$ cat src/rtl/sine_rom_pkg.sv
// rtl/sine_rom_pkg.sv - shared constants and quarter-wave lookup for the sine ROM
package sine_rom_pkg;

    localparam int SINE_ADDR_W = 8;
    localparam int SINE_DATA_W = 8;
    localparam int SINE_DEPTH  = 256;

    localparam logic [SINE_DATA_W-1:0] SINE_MID = 8'd128;
    localparam logic [SINE_DATA_W-1:0] SINE_MAX = 8'd255;
    localparam logic [SINE_DATA_W-1:0] SINE_MIN = 8'd1;

    // Rising quarter, round(128 + 127*sin(2*pi*i/256)) for i = 0..64.
    function automatic logic [SINE_DATA_W-1:0] sine_quarter(input logic [6:0] idx);
        logic [SINE_DATA_W-1:0] v;
        case (idx)
            7'd0:  v = 8'd128;  7'd1:  v = 8'd131;  7'd2:  v = 8'd134;  7'd3:  v = 8'd137;
            7'd4:  v = 8'd140;  7'd5:  v = 8'd144;  7'd6:  v = 8'd147;  7'd7:  v = 8'd150;
            7'd8:  v = 8'd153;  7'd9:  v = 8'd156;  7'd10: v = 8'd159;  7'd11: v = 8'd162;
            7'd12: v = 8'd165;  7'd13: v = 8'd168;  7'd14: v = 8'd171;  7'd15: v = 8'd174;
            7'd16: v = 8'd177;  7'd17: v = 8'd179;  7'd18: v = 8'd182;  7'd19: v = 8'd185;
            7'd20: v = 8'd188;  7'd21: v = 8'd191;  7'd22: v = 8'd193;  7'd23: v = 8'd196;
            7'd24: v = 8'd199;  7'd25: v = 8'd201;  7'd26: v = 8'd204;  7'd27: v = 8'd206;
            7'd28: v = 8'd209;  7'd29: v = 8'd211;  7'd30: v = 8'd213;  7'd31: v = 8'd216;
            7'd32: v = 8'd218;  7'd33: v = 8'd220;  7'd34: v = 8'd222;  7'd35: v = 8'd224;
            7'd36: v = 8'd226;  7'd37: v = 8'd228;  7'd38: v = 8'd230;  7'd39: v = 8'd232;
            7'd40: v = 8'd234;  7'd41: v = 8'd235;  7'd42: v = 8'd237;  7'd43: v = 8'd239;
            7'd44: v = 8'd240;  7'd45: v = 8'd241;  7'd46: v = 8'd243;  7'd47: v = 8'd244;
            7'd48: v = 8'd245;  7'd49: v = 8'd246;  7'd50: v = 8'd248;  7'd51: v = 8'd249;
            7'd52: v = 8'd250;  7'd53: v = 8'd250;  7'd54: v = 8'd251;  7'd55: v = 8'd252;
            7'd56: v = 8'd253;  7'd57: v = 8'd253;  7'd58: v = 8'd254;  7'd59: v = 8'd254;
            7'd60: v = 8'd254;  7'd61: v = 8'd255;  7'd62: v = 8'd255;  7'd63: v = 8'd255;
            7'd64: v = 8'd255;
            default: v = SINE_MAX;
        endcase
        return v;
    endfunction

    // Mirror the quarter about phase 64, then negate about 256 for the lower half-cycle.
    function automatic logic [SINE_DATA_W-1:0] sine_lookup(input logic [SINE_ADDR_W-1:0] addr);
        logic [6:0]             phase;
        logic [6:0]             idx;
        logic [SINE_DATA_W-1:0] mag;
        phase = addr[6:0];
        idx   = (phase > 7'd64) ? (7'd0 - phase) : phase;
        mag   = sine_quarter(idx);
        return addr[7] ? (8'd0 - mag) : mag;
    endfunction

endpackage

$ cat src/rtl/sine_rom.sv
// rtl/sine_rom.sv - 256 x 8 offset-binary sine ROM with registered address
module sine_rom
    import sine_rom_pkg::*;
(
    input  logic                   clock,
    input  logic                   rst,
    input  logic [SINE_ADDR_W-1:0] address,
    output logic [SINE_DATA_W-1:0] q
);

    logic [SINE_ADDR_W-1:0] addr_q;

    // Clearing the address (not q) makes reset land on midscale without a separate output mux.
    always_ff @(posedge clock or negedge rst) begin
        if (!rst) begin
            addr_q <= '0;
        end else begin
            addr_q <= address;
        end
    end

    assign q = sine_lookup(addr_q);

endmodule

$ cat config.mk
export PLATFORM = sky130hd
export DESIGN_NAME = sine_rom
export DESIGN_NICKNAME = d
export VERILOG_FILES = /design/src/rtl/sine_rom_pkg.sv /design/src/rtl/sine_rom.sv
export SDC_FILE = /design/constraint.sdc
export NUM_CORES = 1
export LEC_CHECK = 0
export CAP_MARGIN = 10
export CORE_UTILIZATION = 45
export CTS_CLUSTER_SIZE = 16
export DETAILED_ROUTE_END_ITERATION = 12
export GPL_ROUTABILITY_DRIVEN = 1
export GPL_TIMING_DRIVEN = 0
export MAX_ROUTING_LAYER = met4
export PLACE_DENSITY_LB_ADDON = 0.12
export SLEW_MARGIN = 15
export SYNTH_ARGS = -nofsm -noshare
export SYNTH_HDL_FRONTEND = slang
export SYNTH_SLANG_ARGS = --single-unit
$ cat constraint.sdc
create_clock -name clock -period 5.99 [get_ports clock]
set_input_delay 1.198 -clock clock [delete_from_list [all_inputs] [get_ports clock]]
set_output_delay 1.198 -clock clock [all_outputs]
set_load 0.02 [all_outputs]
# After elaboration in Yosys (flattened, before gate mapping)
# Memories as Yosys holds them, arrays and structs flattened.
# Cells that the tools add are included.
# op_classes
add_sub_neg,2
order_cmp,1
mux,2
# op_table
op,count
$mux W8,1
$sub A1 B8 Y8 const A,1
$gt A7 B7 Y1 const B,1
$mux W7,1
$sub A1 B7 Y7 const A,1
# totals
reg_bits,8
mem_bits_ro,896
inputBits,10
output_inout_bits,8
word_cells,7
memories,1
# memory_table
memory,depth,width,read_ports,rd_ports_with_merged_regs,wr,line_no,text
(no name shown),128,7,1,0,0,sine_rom_pkg.sv:15,case (idx)

# Depth between registers and ports, before layout
# Gate-level depths: netlist of run 1.
# An unclocked memory read counts as a cell.
# logic_depth
ltp_word,5
ltp_mapped,18
mapped_depth_nobuf,16

# Least setup slack after synthesis of run 1
# OpenSTA, ideal clock, no wires.
# synth_timing
path_type,reg2out
from,register addr_q[0]
to,output port q[6]
t_arrival_ps,4169
required_ps,4792
setup_slack_ps,623
path_stages_with_launch,16
path_buffers,2
path_cell_list,dfrtp_1 -> inv_1 -> ha_1 -> buf_6 -> or3b_1 -> o31ai_2 -> or2_1 -> buf_6 -> ha_1 -> a2111oi_0 -> nand2b_1 -> a221oi_1 -> a2111oi_2 -> o21ai_0 -> o41ai_1 -> xor2_1
# synth_between
elab_chain_cells,5
elab_cells_between_ends,6
classes_between,2 x add/sub; 1 x order compare; 2 x mux; 1 x memory
# synth_rtl
element,line_no,text
from (decl),sine_rom.sv:11,logic [SINE_ADDR_W-1:0] addr_q;
from (signal assigned),sine_rom.sv:18,addr_q <= address;
$sub A1 B7 Y7 or $gt A7 B7 Y1 (tied branches),sine_rom_pkg.sv:44,idx = (phase > 7'd64) ? (7'd0 - phase) : phase;
$mux W7 (*),sine_rom_pkg.sv:44,
$mem_v2 Z128 W7 (*),-,
$sub A1 B8 Y8,sine_rom_pkg.sv:46,return addr[7] ? (8'd0 - mag) : mag;
$mux W8 (*),sine_rom_pkg.sv:46,
to (decl),sine_rom.sv:8,output logic [SINE_DATA_W-1:0] q
# Mark *: on every way between the ends. The rest lies on a longest branch, timed or not.

# Final worst setup path of run 1
# Same ends and word-level chain as after synthesis.

==> impl_metrics.json, run 1 <==
{
  "status": "complete, no violations",
  "leakage_nw": 0.714,
  "drcViolationCount": 0,
  "die_boundary_height_um": 60.9,
  "worst_pin_slew_ns": 0.656,
  "vdd_ir_drop_max_uv": 129,
  "area_growth_from_synthesis_to_layout_pct": 19.5,
  "grt_antenna_before_repair": 0,
  "nature_of_the_critical_path_startpoint": "flip-flop",
  "synthArstFlopShare_pct": 100,
  "fmax_mhz": 172,
  "max-clock-path-buffers": 2,
  "power.density_cell_area_mw_per_mm2": 166,
  "power_frac_comb_pct": 66.7,
  "die_x_um": 60.9,
  "numPlacedInstances": 250,
  "gp_congestion": 0.915,
  "top_regs": "addr_q: 8 flops",
  "critPathMaxFanout": 11,
  "power.sequential.fraction_pct": 19.9,
  "synth-edff-count": 0,
  "finalCritPeriodShare_pct": 97.3,
  "timing.max_cap.violations": 0,
  "grt.overflow.total": 0,
  "final.min_clock_period_ns": 5.83,
  "p_switching_mw": 0.141,
  "timing.critical_path.arrival_ns": 4.63,
  "headroom_to_the_max_slew_limit_pct": 55.9,
  "power.share.clock_pct": 13.4,
  "vias_cell": 6.33,
  "p_sw_share_pct": 45.7,
  "rows": 21,
  "seq_area_frac_synth_pct": 12.8,
  "drive_gt1_share_pct": 24.9,
  "synth_area_leader_cell": "sky130_fd_sc_hd__dfrtp_1",
  "ctsHtreeMaxLevel": 1,
  "final_core_util_pct": 55.9,
  "grt_max_degree": 12,
  "grt_use_total_pct": 27.6,
  "post-synth-top-area-fraction_pct": 12.8,
  "route.final.wire_length_um": 4500,
  "cts-root-buf": "sky130_fd_sc_hd__clkbuf_4",
  "syn-instance-count": 187,
  "initialDrtViolationCount": 127,
  "ys.warnings.count": 0,
  "cts-buffers-inserted": 3,
  "final_common_cell": "sky130_fd_sc_hd__nand2_1",
  "placement.io_buffers": 17,
  "synth_seq_cells": 8,
  "placeableCoreArea_sq_mm": 0.00334,
  "report.final.slew_viol_count": 0,
  "register_containing_the_most_flip_flops_in_the_final_layout": "addr_q",
  "final_cell_mix": "16 x sky130_fd_sc_hd__nand2_1, 15 x sky130_fd_sc_hd__o21ai_0, 11 x sky130_fd_sc_hd__inv_1, 11 x sky130_fd_sc_hd__a21oi_1",
  "grt_first_pass_wirelength_um": 7310,
  "largest_reg_flops": 8,
  "postRouteAntennaNets": 0,
  "cts_hold_buf": 0,
  "stdcell_count": 255,
  "internal-power_mw": 0.168,
  "via_count_of_the_first_global_routing_pass": 1528,
  "num_io_pins": 18,
  "half_perimeter_wire_length_after_placement_um": 3380,
  "tritoncts_num_sinks": 8,
  "fin_total_pwr_mw": 0.309,
  "distinct_cell_type_count_after_synthesis": 60,
  "rsz0062_at_grt": "no",
  "drt-pass1-iter-count": 5,
  "setup_viols_final": 0,
  "path_class": "flip-flop to output pin",
  "synth.top_cells.by_area": "sky130_fd_sc_hd__dfrtp_1 13%, sky130_fd_sc_hd__ha_1 8.0%, sky130_fd_sc_hd__buf_6 5.1%",
  "synth_ff_type": "sky130_fd_sc_hd__dfrtp_1",
  "timing.critical_path.required_ns": 4.79,
  "clkSlewWorstSetupHoldPaths_ns": 0.05,
  "netlist_area_sq_mm": 0.00156,
  "worst_setup_path_end_kind": "output pin",
  "diodes": 0,
  "synth_nets": 207,
  "timing.final.hold_violations": 0,
  "timing.hold.worst.class": "input pin to async pin",
  "total_die_area_sq_mm": 0.00371,
  "tritoncts": "built",
  "finalNetCount": 231,
  "postSynthAreaPerCell_sq_um": 8.34,
  "wl_per_cell_um": 17.7,
  "floorplan.initialDensity_pct": 46.8,
  "via_count": 1613
}
per-stage QoR:
stage          setup slack (ns)  setup TNS [ns]  cell area [sq um]  hold WS, ns
5_1_grt                 0.00499               0               1860         1.22
3_3_place_gp             -0.589           -2.09               1790         1.48
2_1_floorplan             0.623               0               1560        0.902
6_report                  0.162               0               1860         1.20
4_1_cts                  0.0656               0               1830         1.20
3_5_place_dp             -0.597           -2.25               1790         1.49
kinds of logic after synthesis:
family | after synthesis | synth area share (%)
mux | 7 | 5.37
fa+ha+maj | 10 | 8.02
xor+xnor | 8 | 4.49
compound gates | 74 | 38.4
simple gates | 55 | 20.0
buf+inv | 25 | 10.9
flops | 8 | 12.8
area by class of cell:
type	count	area, sq um
multi-input cells	154	1230
fillers	343	1470
repair buffers	19	179
clock buffers	3	22.5
inverters	12	47.5
plain buffers	13	125
well taps	46	57.6
flip-flops and latches	8	201
per-layer routing:
metal	track usage (%)	vias to the layer above	part of all wire (%)
li1	-	766	-
met1	34.6	770	43
met2	47.6	71	51
met3	1.71	6	5.6
met4	8.12	0	1.2
met5	-	-	0
synthesized netlist by cell type, drive strengths merged, types with 2 or more instances:
cell type and number:
dfrtp 8, buf 12, xor2 2, xnor2 6
nor2b 3, o31ai 4, o211ai 4, mux2 5
a21oi 11, or3 4, a31oi 4, nor2 7
o22ai 2, a2111oi 6, ha 10, nand2b 5
nand3 3, or2 4, o32ai 2, a32oi 3
nand2 16, mux2i 2, a221oi 2, nor4 2
nor3 7, a211oi 4, o221a 3, o21ai 17
inv 12, o211a 2
final timing paths:
kind	startpoint	end	slack (ns)	cells after the start
worst max-delay path	addr_q[0]$_DFF_PN0_	q[6]	0.16	16
worst min-delay path	rst	addr_q[5]$_DFF_PN0_	1.20	1
max in group asynchronous	rst	addr_q[0]$_DFF_PN0_	4.53	1
min in group clock	address[5]	addr_q[5]$_DFF_PN0_	1.37	1
power groups by stage:
stage	clock [mW]	combinational, mW	sequential (mW)
finish	0.0412	0.206	0.0615
global route	0.0483	0.222	0.0618
CTS	0.0441	0.201	0.0612
detailed placement	0	0.203	0.0620
global placement	0	0.199	0.0619
floorplan	0	0.142	0.0607
worst max-delay path: stages (launching register included):
cell and delay (ns):
sky130_fd_sc_hd__dfrtp_2 0.51, sky130_fd_sc_hd__inv_4 0.15, sky130_fd_sc_hd__ha_1 0.17, sky130_fd_sc_hd__buf_6 0.14
sky130_fd_sc_hd__or3b_4 0.43, sky130_fd_sc_hd__o31ai_4 0.28, sky130_fd_sc_hd__or2_1 0.15, sky130_fd_sc_hd__buf_6 0.14
sky130_fd_sc_hd__ha_1 0.31, sky130_fd_sc_hd__mux2_2 0.29, sky130_fd_sc_hd__o221a_2 0.29, sky130_fd_sc_hd__o32ai_4 0.34
sky130_fd_sc_hd__ha_1 0.22, sky130_fd_sc_hd__o21ai_0 0.12, sky130_fd_sc_hd__o41ai_2 0.35, sky130_fd_sc_hd__xor2_1 0.19
sky130_fd_sc_hd__clkdlybuf4s15_2 0.28
timing repair:
| action | CTS | global route |
|---|---|---|
| endpoints found under the setup margin | 7 | 5 |
| buffers inserted | 1 | 1 |
| gates cloned | 0 | 0 |
| resized for setup | 14 | 7 |
| pin swaps | 1 | 0 |
No activity file was read; power rests on OpenSTA's default activity.
==> run 2, diff against run 1 <==
--- a/config.mk
+++ b/config.mk
@@ -6,13 +6,16 @@
 export NUM_CORES = 1
 export LEC_CHECK = 0
 export CAP_MARGIN = 10
+export CORE_MARGIN = 3
 export CORE_UTILIZATION = 45
 export CTS_CLUSTER_SIZE = 16
 export DETAILED_ROUTE_END_ITERATION = 12
 export GPL_ROUTABILITY_DRIVEN = 1
 export GPL_TIMING_DRIVEN = 0
+export HOLD_SLACK_MARGIN = 0.08
 export MAX_ROUTING_LAYER = met4
 export PLACE_DENSITY_LB_ADDON = 0.12
+export SETUP_SLACK_MARGIN = 0.1
 export SLEW_MARGIN = 15
 export SYNTH_ARGS = -nofsm -noshare
 export SYNTH_HDL_FRONTEND = slang
==> impl_metrics.json, run 2 (same netlist as run 1, synthesis figures left out) <==
{
  "status": "complete, no violations",
  "top_regs": "addr_q: 8 flops",
  "wl_per_cell_um": 17.2,
  "initialDrtViolationCount": 172,
  "die_boundary_height_um": 64.9,
  "drive_gt1_share_pct": 28.1,
  "clkSlewWorstSetupHoldPaths_ns": 0.05,
  "fmax_mhz": 179,
  "grt_max_degree": 12,
  "p_sw_share_pct": 44.4,
  "power.sequential.fraction_pct": 19.6,
  "grt_antenna_before_repair": 0,
  "num_io_pins": 18,
  "largest_reg_flops": 8,
  "setup_total_negative_slack_ns": 0,
  "finalCritPeriodShare_pct": 93.4,
  "timing.max_cap.violations": 0,
  "headroom_to_the_max_slew_limit_pct": 57.9,
  "internal-power_mw": 0.173,
  "tritoncts_num_sinks": 8,
  "critPathMaxFanout": 10,
  "via_count": 1648,
  "final.min_clock_period_ns": 5.59,
  "register_containing_the_most_flip_flops_in_the_final_layout": "addr_q",
  "die_x_um": 64.9,
  "vias_cell": 6.31,
  "final_common_cell": "sky130_fd_sc_hd__nand2_1",
  "setup_viols_final": 0,
  "timing.hold.worst.class": "input pin to async pin",
  "total_die_area_sq_mm": 0.00421,
  "finalNetCount": 239,
  "route.final.wire_length_um": 4490,
  "tritoncts": "built",
  "cts-root-buf": "sky130_fd_sc_hd__clkbuf_4",
  "placement.io_buffers": 17,
  "power_frac_comb_pct": 68.4,
  "power.density_cell_area_mw_per_mm2": 163,
  "drt-pass1-iter-count": 5,
  "rows": 20,
  "area_growth_from_synthesis_to_layout_pct": 22.5,
  "path_class": "flip-flop to output pin",
  "half_perimeter_wire_length_after_placement_um": 3250,
  "power.share.clock_pct": 12.0,
  "gp_congestion": 0.933,
  "floorplan.initialDensity_pct": 49.1,
  "postRouteAntennaNets": 0,
  "worst_pin_slew_ns": 0.627,
  "report.final.slew_viol_count": 0,
  "cts-buffers-inserted": 3,
  "timing.critical_path.required_ns": 4.79,
  "timing.final.hold_violations": 0,
  "p_switching_mw": 0.138,
  "grt_use_total_pct": 22.7,
  "timing.critical_path.arrival_ns": 4.40,
  "nature_of_the_critical_path_startpoint": "flip-flop",
  "vdd_ir_drop_max_uv": 121,
  "numPlacedInstances": 248,
  "grt.overflow.total": 0,
  "max-clock-path-buffers": 2,
  "grt_first_pass_wirelength_um": 7410,
  "ctsHtreeMaxLevel": 1,
  "cts_hold_buf": 0,
  "drcViolationCount": 0,
  "via_count_of_the_first_global_routing_pass": 1540,
  "rsz0062_at_grt": "no",
  "placeableCoreArea_sq_mm": 0.00318,
  "stdcell_count": 261,
  "diodes": 0,
  "worst_setup_path_end_kind": "output pin",
  "leakage_nw": 0.750,
  "final_cell_mix": "16 x sky130_fd_sc_hd__nand2_1, 15 x sky130_fd_sc_hd__o21ai_0, 11 x sky130_fd_sc_hd__inv_1, 11 x sky130_fd_sc_hd__a21oi_1, 11 x sky130_fd_sc_hd__buf_4"
}
==> run 2: final timing paths <==
kind	slack (ns)	endpoint	depth (start not counted)	startpoint
worst min-delay path	1.22	addr_q[2]$_DFF_PN0_	1	rst
worst max-delay path	0.40	q[6]	16	addr_q[0]$_DFF_PN0_
min in group clock	1.39	addr_q[5]$_DFF_PN0_	1	address[5]
max in group asynchronous	4.50	addr_q[0]$_DFF_PN0_	1	rst
==> run 2: area by class of cell <==
| type | instances | area, sq um |
|---|---|---|
| clock buffer | 3 | 22.5 |
| timing repair buffer | 27 | 239 |
| fill | 310 | 1270 |
| inverter | 12 | 47.5 |
| tap | 44 | 55.1 |
| sequential | 8 | 201 |
| buffer | 13 | 125 |
| multi-input combinational | 154 | 1220 |
==> run 2: power groups by stage <==
stage                     Sequential, mW  Clock [mW]  Combinational [mW]
final                             0.0609      0.0375               0.213
after global routing              0.0612      0.0425               0.230
after CTS                         0.0616      0.0403               0.201
after detailed placement          0.0621           0               0.201
after global placement            0.0619           0               0.199
after floorplan                   0.0607           0               0.142
==> run 2: metal layers <==
layer	global-route usage (%)	up-vias	part of all wire, %
met5	-	-	0
met4	5.28	0	1.4
met3	0.520	12	8.0
met2	38.1	89	47
met1	30.5	762	43
li1	-	785	-
==> run 2: critical path, cell delays in order (launching register included) <==
cell,delay (ns)
sky130_fd_sc_hd__dfrtp_2,0.46
sky130_fd_sc_hd__inv_4,0.12
sky130_fd_sc_hd__ha_1,0.18
sky130_fd_sc_hd__buf_6,0.14
sky130_fd_sc_hd__or3b_4,0.43
sky130_fd_sc_hd__o31ai_4,0.24
sky130_fd_sc_hd__or2_1,0.16
sky130_fd_sc_hd__buf_6,0.14
sky130_fd_sc_hd__ha_2,0.32
sky130_fd_sc_hd__mux2_2,0.28
sky130_fd_sc_hd__o221a_2,0.29
sky130_fd_sc_hd__o32ai_4,0.27
sky130_fd_sc_hd__ha_2,0.25
sky130_fd_sc_hd__o21ai_0,0.12
sky130_fd_sc_hd__o41ai_2,0.39
sky130_fd_sc_hd__xor2_1,0.18
sky130_fd_sc_hd__buf_2,0.18
==> run 2: through the flow <==
stage                     power (mW)  util (%)  setup slack, ns  area, sq um  hold WS, ns
final                          0.311      60.1            0.396         1910         1.22
after global routing           0.334      60.1            0.111         1910         1.24
after CTS                      0.303      58.0            0.126         1840         1.22
after detailed placement       0.263      56.2           -0.572         1790         1.49
after global placement         0.261      56.2           -0.567         1790         1.48
after floorplan                0.203         -            0.623         1560        0.902
==> run 2: timing repair <==
| action | CTS | global route |
|---|---|---|
| gates cloned | 0 | 0 |
| pin swaps | 1 | 4 |
| resized for setup | 18 | 4 |
| setup buffers | 1 | 9 |
| endpoints found under the setup margin | 7 | 5 |
==> run 3, diff against run 2 <==
--- a/config.mk
+++ b/config.mk
@@ -7,7 +7,7 @@
 export LEC_CHECK = 0
 export CAP_MARGIN = 10
 export CORE_MARGIN = 3
-export CORE_UTILIZATION = 45
+export CORE_UTILIZATION = 57
 export CTS_CLUSTER_SIZE = 16
 export DETAILED_ROUTE_END_ITERATION = 12
 export GPL_ROUTABILITY_DRIVEN = 1
==> impl_metrics.json, run 3 (same netlist as run 1, synthesis figures left out) <==
{
  "met3_usage_pct": 1.97,
  "fmax_mhz": 178,
  "top_usage_layer": "met2",
  "worst_setup_path_end_kind": "output pin",
  "placeableCoreArea_sq_mm": 0.00254,
  "cts_hold_buf": 0,
  "timing.hold.worst.class": "input pin to async pin",
  "total_die_area_sq_mm": 0.00340,
  "max-clock-path-buffers": 2,
  "drive_gt1_share_pct": 25.6,
  "grt.met1_usage_pct": 35.5,
  "vdd_ir_drop_max_uv": 168,
  "report.final.slew_viol_count": 0,
  "finish.instance_area_sq_mm": 0.00184,
  "drt-pass1-iter-count": 5,
  "final_cell_mix": "16 x sky130_fd_sc_hd__nand2_1, 15 x sky130_fd_sc_hd__o21ai_0, 11 x sky130_fd_sc_hd__inv_1, 11 x sky130_fd_sc_hd__a21oi_1",
  "placed_cell_area_sq_mm": 0.00177,
  "grt_first_pass_wirelength_um": 7190,
  "globalRouteMet2Util_pct": 45.0,
  "status": "complete, no violations",
  "register_containing_the_most_flip_flops_in_the_final_layout": "addr_q",
  "finalCritPeriodShare_pct": 93.9,
  "grt.overflow.total": 0,
  "floorplan.initialDensity_pct": 61.3,
  "grt_use_total_pct": 27.5,
  "timing.critical_path.arrival_ns": 4.43,
  "setup_total_negative_slack_ns": 0,
  "worst_pin_slew_ns": 0.646,
  "postRouteAntennaNets": 0,
  "half_perimeter_wire_length_after_placement_um": 3200,
  "area_growth_from_synthesis_to_layout_pct": 18.2,
  "die_boundary_height_um": 58.3,
  "drcViolationCount": 0,
  "clkSlewWorstSetupHoldPaths_ns": 0.05,
  "power.density_cell_area_mw_per_mm2": 166,
  "route.final.wire_length_um": 4370,
  "timing.critical_path.required_ns": 4.79,
  "leakage_nw": 0.729,
  "via_count": 1673,
  "headroom_to_the_max_slew_limit_pct": 56.6,
  "final.min_clock_period_ns": 5.62,
  "cts-buffers-inserted": 3,
  "cts-root-buf": "sky130_fd_sc_hd__clkbuf_4",
  "rows": 18,
  "wl_per_cell_um": 18.1,
  "top_regs": "addr_q: 8 flops",
  "final_common_cell": "sky130_fd_sc_hd__nand2_1",
  "critPathMaxFanout": 10,
  "path_class": "flip-flop to output pin",
  "placement.io_buffers": 17,
  "gp_congestion": 0.976,
  "timing.max_cap.violations": 0,
  "timing.final.hold_violations": 0,
  "final_core_util_pct": 72.5,
  "ctsHtreeMaxLevel": 1,
  "die_x_um": 58.3,
  "num_io_pins": 18,
  "finalNetCount": 233,
  "rsz0062_at_grt": "no",
  "nature_of_the_critical_path_startpoint": "flip-flop",
  "tritoncts_num_sinks": 8,
  "via_count_of_the_first_global_routing_pass": 1596,
  "diodes": 0,
  "vias_cell": 6.94,
  "initialDrtViolationCount": 136,
  "tritoncts": "built",
  "grt_max_degree": 12,
  "grt_antenna_before_repair": 0,
  "largest_reg_flops": 8,
  "setup_viols_final": 0
}
run 3: metal layers:
| layer | vias up | routed length (um) |
|---|---|---|
| li1 | 770 | - |
| met3 | 11 | 365 |
| met1 | 787 | 1850 |
| met2 | 105 | 2090 |
| met4 | 0 | 67 |
| met5 | - | 0 |
run 3: report_power, final:
part / switching, mW / internal (mW)
Combinational: 0.119 / 0.0884
Sequential: 0.00392 / 0.0570
Clock: 0.0151 / 0.0227
run 3: worst paths after layout:
kind / start / to
max in group asynchronous: rst / addr_q[0]$_DFF_PN0_
min: rst / addr_q[4]$_DFF_PN0_
max: addr_q[0]$_DFF_PN0_ / q[6]
min in group clock: address[0] / addr_q[0]$_DFF_PN0_
run 3: stage by stage:
stage	setup WS (ns)	hold WS, ns	total power, mW	cells
5_1_grt	0.133	1.23	0.327	241
4_1_cts	0.109	1.22	0.303	238
6_report	0.366	1.21	0.306	241
3_3_place_gp	-0.486	1.47	0.259	234
3_5_place_dp	-0.627	1.48	0.264	234
2_1_floorplan	0.623	0.902	0.203	187
run 3: area by class of cell:
cell class	instances	area, sq um
Fill cell	199	701
Multi-Input combinational cell	154	1220
Timing Repair Buffer	21	191
Tap cell	30	37.5
Inverter	12	47.5
Clock buffer	3	22.5
Buffer	13	125
Sequential cell	8	201
run 3: critical path, stage by stage (launching register included):
cell and delay, ns:
sky130_fd_sc_hd__dfrtp_2 0.45, sky130_fd_sc_hd__inv_4 0.11, sky130_fd_sc_hd__ha_1 0.17, sky130_fd_sc_hd__buf_6 0.14, sky130_fd_sc_hd__or3b_4 0.43, sky130_fd_sc_hd__o31ai_4 0.28, sky130_fd_sc_hd__or2_1 0.15, sky130_fd_sc_hd__buf_6 0.14
sky130_fd_sc_hd__ha_1 0.31, sky130_fd_sc_hd__mux2_2 0.30, sky130_fd_sc_hd__o221a_2 0.29, sky130_fd_sc_hd__o32ai_4 0.29, sky130_fd_sc_hd__ha_1 0.22, sky130_fd_sc_hd__o21ai_0 0.13, sky130_fd_sc_hd__o41ai_2 0.39, sky130_fd_sc_hd__xor2_1 0.19
sky130_fd_sc_hd__buf_2 0.19
run 3: repair_timing:
item,4_1_cts,5_1_grt
buffers inserted,1,3
pin swaps,1,2
resized for setup,14,7
endpoints found under the setup margin,7,7
